File: src/rtl/ysyx_25060173_idu.sv
// ysyx_25060173_idu: addi/ebreak decode stage with a 32x32 register file and a one-entry output register.
// Stops accepting fetches once an ebreak has been consumed downstream; only rst clears that.
module ysyx_25060173_idu #(
    parameter logic [31:0] RESET_PC = 32'h8000_0000
) (
    input  logic        clk,
    input  logic        rst,
    input  logic        in_valid,
    output logic        in_ready,
    input  logic [31:0] in_pc,
    input  logic [31:0] in_inst,
    output logic        out_valid,
    input  logic        out_ready,
    output logic [31:0] out_pc,
    output logic [31:0] alu_src1,
    output logic [31:0] alu_src2,
    output logic        alu_op,
    output logic [4:0]  out_rd,
    output logic        out_rd_wen,
    output logic        out_ebreak,
    output logic        out_illegal,
    input  logic        wb_en,
    input  logic [4:0]  wb_addr,
    input  logic [31:0] wb_data,
    output logic        halted
);
    typedef enum logic {RUN, HALT} state_t;

    state_t      state;
    logic [31:0] regs [32];
    logic [4:0]  rs1;
    logic [4:0]  rd;
    logic        is_addi;
    logic        is_ebreak;
    logic [31:0] rs1_val;
    logic        accept;
    logic        consume;

    assign rs1       = in_inst[19:15];
    assign rd        = in_inst[11:7];
    assign is_addi   = in_inst[6:0] == 7'b0010011 && in_inst[14:12] == 3'b000;
    assign is_ebreak = in_inst == 32'h0010_0073;

    // x0 wins over the bypass so a dropped write to x0 never leaks into a read
    assign rs1_val = rs1 == 5'd0 ? 32'd0
                   : (wb_en && wb_addr == rs1) ? wb_data
                   : regs[rs1];

    assign halted   = state == HALT;
    assign in_ready = !halted && (!out_valid || out_ready);
    assign accept   = in_valid && in_ready;
    assign consume  = out_valid && out_ready;

    always_ff @(posedge clk or posedge rst) begin
        if (rst) begin
            for (int i = 0; i < 32; i++) regs[i] <= 32'd0;
        end else if (wb_en && wb_addr != 5'd0) begin
            regs[wb_addr] <= wb_data;
        end
    end

    always_ff @(posedge clk or posedge rst) begin
        if (rst) begin
            state       <= RUN;
            out_valid   <= 1'b0;
            out_pc      <= RESET_PC;
            alu_src1    <= 32'd0;
            alu_src2    <= 32'd0;
            alu_op      <= 1'b0;
            out_rd      <= 5'd0;
            out_rd_wen  <= 1'b0;
            out_ebreak  <= 1'b0;
            out_illegal <= 1'b0;
        end else begin
            if (accept) begin
                out_pc      <= in_pc;
                alu_src1    <= rs1_val;
                alu_src2    <= {{20{in_inst[31]}}, in_inst[31:20]};
                alu_op      <= is_addi;
                out_rd      <= rd;
                out_rd_wen  <= is_addi && rd != 5'd0;
                out_ebreak  <= is_ebreak;
                out_illegal <= !is_addi && !is_ebreak;
            end
            if (state == HALT) begin
                out_valid <= 1'b0;
            end else if (consume && out_ebreak) begin
                state     <= HALT;
                out_valid <= 1'b0;
            end else if (accept) begin
                out_valid <= 1'b1;
            end else if (consume) begin
                out_valid <= 1'b0;
            end
        end
    end
endmodule

File: config.mk
export PLATFORM = sky130hd
export DESIGN_NAME = ysyx_25060173_idu
export DESIGN_NICKNAME = d
export VERILOG_FILES = /design/src/rtl/ysyx_25060173_idu.sv
export SDC_FILE = /design/constraint.sdc
export NUM_CORES = 2
export LEC_CHECK = 0
export ABC_CLOCK_PERIOD_IN_PS = 32299
export BUFFER_PORTS_ARGS = -buffer_cell sky130_fd_sc_hd__buf_2
export CAP_MARGIN = 20
export CORE_UTILIZATION = 56
export CTS_CLUSTER_SIZE = 28
export DETAILED_ROUTE_END_ITERATION = 8
export GPL_TIMING_DRIVEN = 0
export PLACE_DENSITY = 0.85
export SYNTH_ARGS = -nofsm -noshare
export SYNTH_HDL_FRONTEND = slang
export SYNTH_SLANG_ARGS = --single-unit
File: constraint.sdc
create_clock -name clk -period 32.3 [get_ports clk]
set_input_delay 3.23 -clock clk [delete_from_list [all_inputs] [get_ports clk]]
set_output_delay 3.23 -clock clk [all_outputs]
set_load 0.005 [all_outputs]
* Yosys cells after proc, flatten, opt, wreduce, memory -nomap -nowiden
Cells that the tools add are included.
Word-level totals: register bits 1111, bits of input ports 106, output and inout bits 108, logic and storage cells 84
Operators by class: order comparisons 3, equal/unequal tests 3, mux-type cells 14, bitwise gates (word level) 2, reduce and logical (&&, ||, !) cells 20
Operators by type and width (count):
- 1024-bit bitwise mux | 1
- 32-bit binary-select mux with 5-bit select | 1
- 32-bit demux with 5-bit select | 1
- 32-bit 2-to-1 mux | 5
- 32-bit by 21-bit == test with 1-bit output, second input constant | 1
- 6-bit greater-or-equal comparator, second input constant | 2
- 5-bit inverter with 6-bit output | 2
- 1-bit logical AND | 10
- 5-bit nonzero test | 2
- 7-bit by 5-bit == test with 1-bit output, second input constant | 1
- 6-bit by 1-bit less-than comparator with 1-bit output, second input constant | 1
- 1-bit 2-to-1 mux | 6
- 5-bit == test | 1
- 5-bit zero test | 1
- 1-bit zero test | 4
- 4-bit nonzero test | 1
- 3-bit zero test | 1
- 1-bit logical OR | 1

* Depth between registers and ports, before layout
word-level depth 7, depth in mapped cells 9

* Least setup slack after synthesis
Ideal clock, no wire load.
path kind in2out, start in out_ready, end out in_ready, arrival 3604 ps, required time 29070 ps, setup slack 25466 ps, stages on the path 2, path buffers 0, cells stage by stage nor2b_1 -> nor2_1
On the way: cells in the longest elaborated chain, start to end 2
Ends and longest elaborated chain:
- from (decl) | line 13 | input logic out_ready,
- 1-bit logical OR | line 50 | assign in_ready = !halted && (!out_valid || out_ready);
- 1-bit logical AND | line 50
- to (decl) | line 9 | output logic in_ready,
No other way between the ends.

* Worst setup path after layout
Same ends and word-level chain as after synthesis.

==> flow_summary.yaml <==
clock_tree:
  cts_resized: 0
  hold_buffers: 0
  post_cts_buffers: 0
  clkSinkCount: 1111
  path_clk_slew_ns: 0.06
  numCtsBuffers: 109
  cts_tree: "done"
  htreeDepth: 3
  cts_root_buf: "clkbuf_16"
  insertion_delay_ns: 0.71
  max-clock-path-buffers: 3
drt:
  num_vias: 33100
  wirelength_mm: 155
  ant_nets: 0
  drc: 0
  drt_iter0_markers: 4103
  firstDrtPassIters: 8
  routedWlPerCell_um: 31.3
  viasPerCell: 6.71
power:
  p_per_area_nw_per_um2: 66.1
  peakVddDrop_mv: 0.0578
  p_leak_nw: 25.5
global_routing:
  grt_pass1_vias: 34317
  grt_max_degree: 45
  antenna_found_initial: 10
  grt_pass1_wl_mm: 227
  grt-ovfl-total: 0
  gr-usage-all-layers_pct: 35.0
sta:
  slew_violations: 0
  period_share_pct: 22.2
  skew_ns: 0.0380
  max_freq_ghz: 0.139
  rsz0062_at_grt: "false"
  tightest_slew_ns: 1.35
  maxSlewHeadroom_pct: 10.3
  tns_ns: 0
  hold_violations: 0
  period_minus_slack_ns: 7.18
  setup_violations: 0
  holdWs_ns: 0.456
setup_path:
  crit_path_top_delay_cell: "nor2b_1"
  r2r-end: "alu_src1[10]"
  critPathKind: "primary input to output port"
  cpPeakStageDelay_ns: 0.37
  critPathMaxFanout: 4
  worst_ep_required_time_ns: 29.07
  regToRegStartpoint: "halted"
  arrival_ns: 3.95
  reg2reg_setup_slack_ns: 29.19
  cp_cell_sequence: "buf_2 > nor2b_1 > nor2_1 > buf_2"
  crit_top_cell: "buf_2"
  cp-start-kind: "primary input"
  crit_path_end_kind: "output port"
  rr_worst_depth: 5
synth:
  syn_avg_cell_area_sq_um: 14.9
  synth_async_sr_flop_share_pct: 100
  synth_edf_count: 0
  yosys_warnings: 0
  synth_fp_nets: 3437
  synthCells: 3331
  synth_area_sq_um: 49500
  ys_seq_area_share_pct: 56.2
  ys_ff_latch: 1111
  synth_cell_type_count: 54
  synth_top_flop_cell: "dfrtp_1"
layout:
  seq_area_sq_um: 27800
  fillers: 6004
  area.growth.synth_to_final_pct: 13.8
  fin_nets: 3789
  drive_gt1_share_pct: 46.1
  multiInputGateArea_sq_um: 20100
  post-route-util_pct: 64.6
place:
  routabilityCongestion: 1.03
  io_buffers: 206
  dpl.hpwl_mm: 108
worst_hold_path:
  min_from: "regs[998]"
  hold_end: "regs[998]"
  hold_path_class: "register to register"
  holdPathStages: 1
flow_run:
  maxCapViolCount: 0
die:
  ioPinCount: 214
  die_w_um: 299
  die_h_um: 299
  row_count: 108
  core_area_sq_um: 87200
  initial_utilization_pct: 56.8
  die_area_sq_um: 89600
run_status:
  status: "completed"
[cell usage after synthesis, types with 10 or more instances]
library cell,count,area share (%)
or4_1,17,0.26
a22oi_1,26,0.39
mux2_2,987,22
nor4_1,10,0.13
buf_1,41,0.31
nor3_1,14,0.14
a32oi_1,18,0.32
nor2b_1,28,0.35
clkbuf_1,234,1.8
nand2_1,213,1.6
nand3_1,11,0.11
o21ai_0,41,0.41
o22ai_1,49,0.62
o211ai_1,10,0.15
nor2_1,38,0.29
a211oi_1,19,0.29
buf_4,32,0.49
mux4_2,243,11
o21ai_1,16,0.16
buf_2,53,0.54
mux2i_1,28,0.57
dfrtp_1,1110,56
[per-layer routing]
layer | up-vias | global-route usage, % | share of wire [%] | wire length (um)
li1 | 12914 | - | - | -
met1 | 17290 | 44.2 | 36 | 55000
met2 | 2217 | 52.0 | 45 | 69200
met3 | 669 | 11.9 | 12 | 18300
met4 | 10 | 22.5 | 7.7 | 11900
met5 | - | 0 | 0.097 | 150
[critical path: cells and delay by family]
family / cells / cell delay, ns
AND/OR/NAND/NOR: 2 / 0.47
buffers and inverters: 2 / 0.25
[where the power goes]
part           total (mW)  switching (mW)  internal [mW]  leakage [nW]
sequential           1.80           0.148           1.65          14.2
clock                1.30           0.552          0.748          1.80
combinational       0.625           0.282          0.343          9.52
[layout by cell type, fill, tap and decap left out, types with 10 or more instances in the layout]
master	n
mux4_2	243
buf_4	32
mux2i_1	28
nand2_1	213
nor2_1	38
clkbuf_1	266
buf_2	261
o22ai_1	49
buf_1	40
or4_1	17
a32oi_1	18
o211ai_1	10
buf_12	29
clkbuf_8	27
nand3_1	11
o21ai_0	41
a211oi_1	19
nor2b_1	28
dfrtp_1	1110
o21ai_1	16
clkinv_2	20
nor4_1	10
nor3_1	13
mux2_2	987
clkbuf_16	114
a22oi_1	26
[stage by stage]
stage / instances / instance area [sq um] / power [mW] / setup slack [ns]
3_3_place_gp: 4692 / 52000 / 2.38 / 7.80
3_5_place_dp: 4726 / 52700 / 2.42 / 25.14
6_report: 4934 / 56300 / 3.72 / 25.12
4_1_cts: 4929 / 56300 / 3.71 / 25.12
5_1_grt: 4930 / 56300 / 3.83 / 25.01
2_1_floorplan: 3331 / 49500 / 2.20 / 13.74
[kinds of logic (layout without fill, tap and decap cells)]
group	Yosys count	in the layout	synth area share, %
compound gates	221	221	3.06
xor+xnor	5	5	0.0885
flops	1111	1111	56.2
buf+inv	365	809	3.14
mux	1258	1258	34.1
other cells	0	4	0
simple gates	371	371	3.46
[flip-flops by register name, indices dropped and copies added, names as in the netlist, 5 cells and up]
name      count
out_pc       32
alu_src1     32
regs       1024
alu_src2     12
out_rd        5
[worst max path at each step]
stage              start   endpoint  depth (start not counted)
4_1_cts        out_ready   in_ready                          4
6_report       out_ready   in_ready                          4
3_3_place_gp         rst  regs[164]                          2
5_1_grt        out_ready   in_ready                          4
3_5_place_dp   out_ready   in_ready                          4
2_1_floorplan        rst     alu_op                          1
[final cells by class]
| class | instances | area share, % |
|---|---|---|
| antenna | 4 | 0.0178 |
| multi-input combinational | 1855 | 35.8 |
| sequential | 1111 | 49.4 |
| buffer | 360 | 2.73 |
| tap | 1155 | 2.57 |
| timing repair buffer | 241 | 3.02 |
| clock buffer | 174 | 5.95 |
| inverter | 5 | 0.0400 |
| clock inverter | 29 | 0.535 |
(Power assumes the default switching activity.)
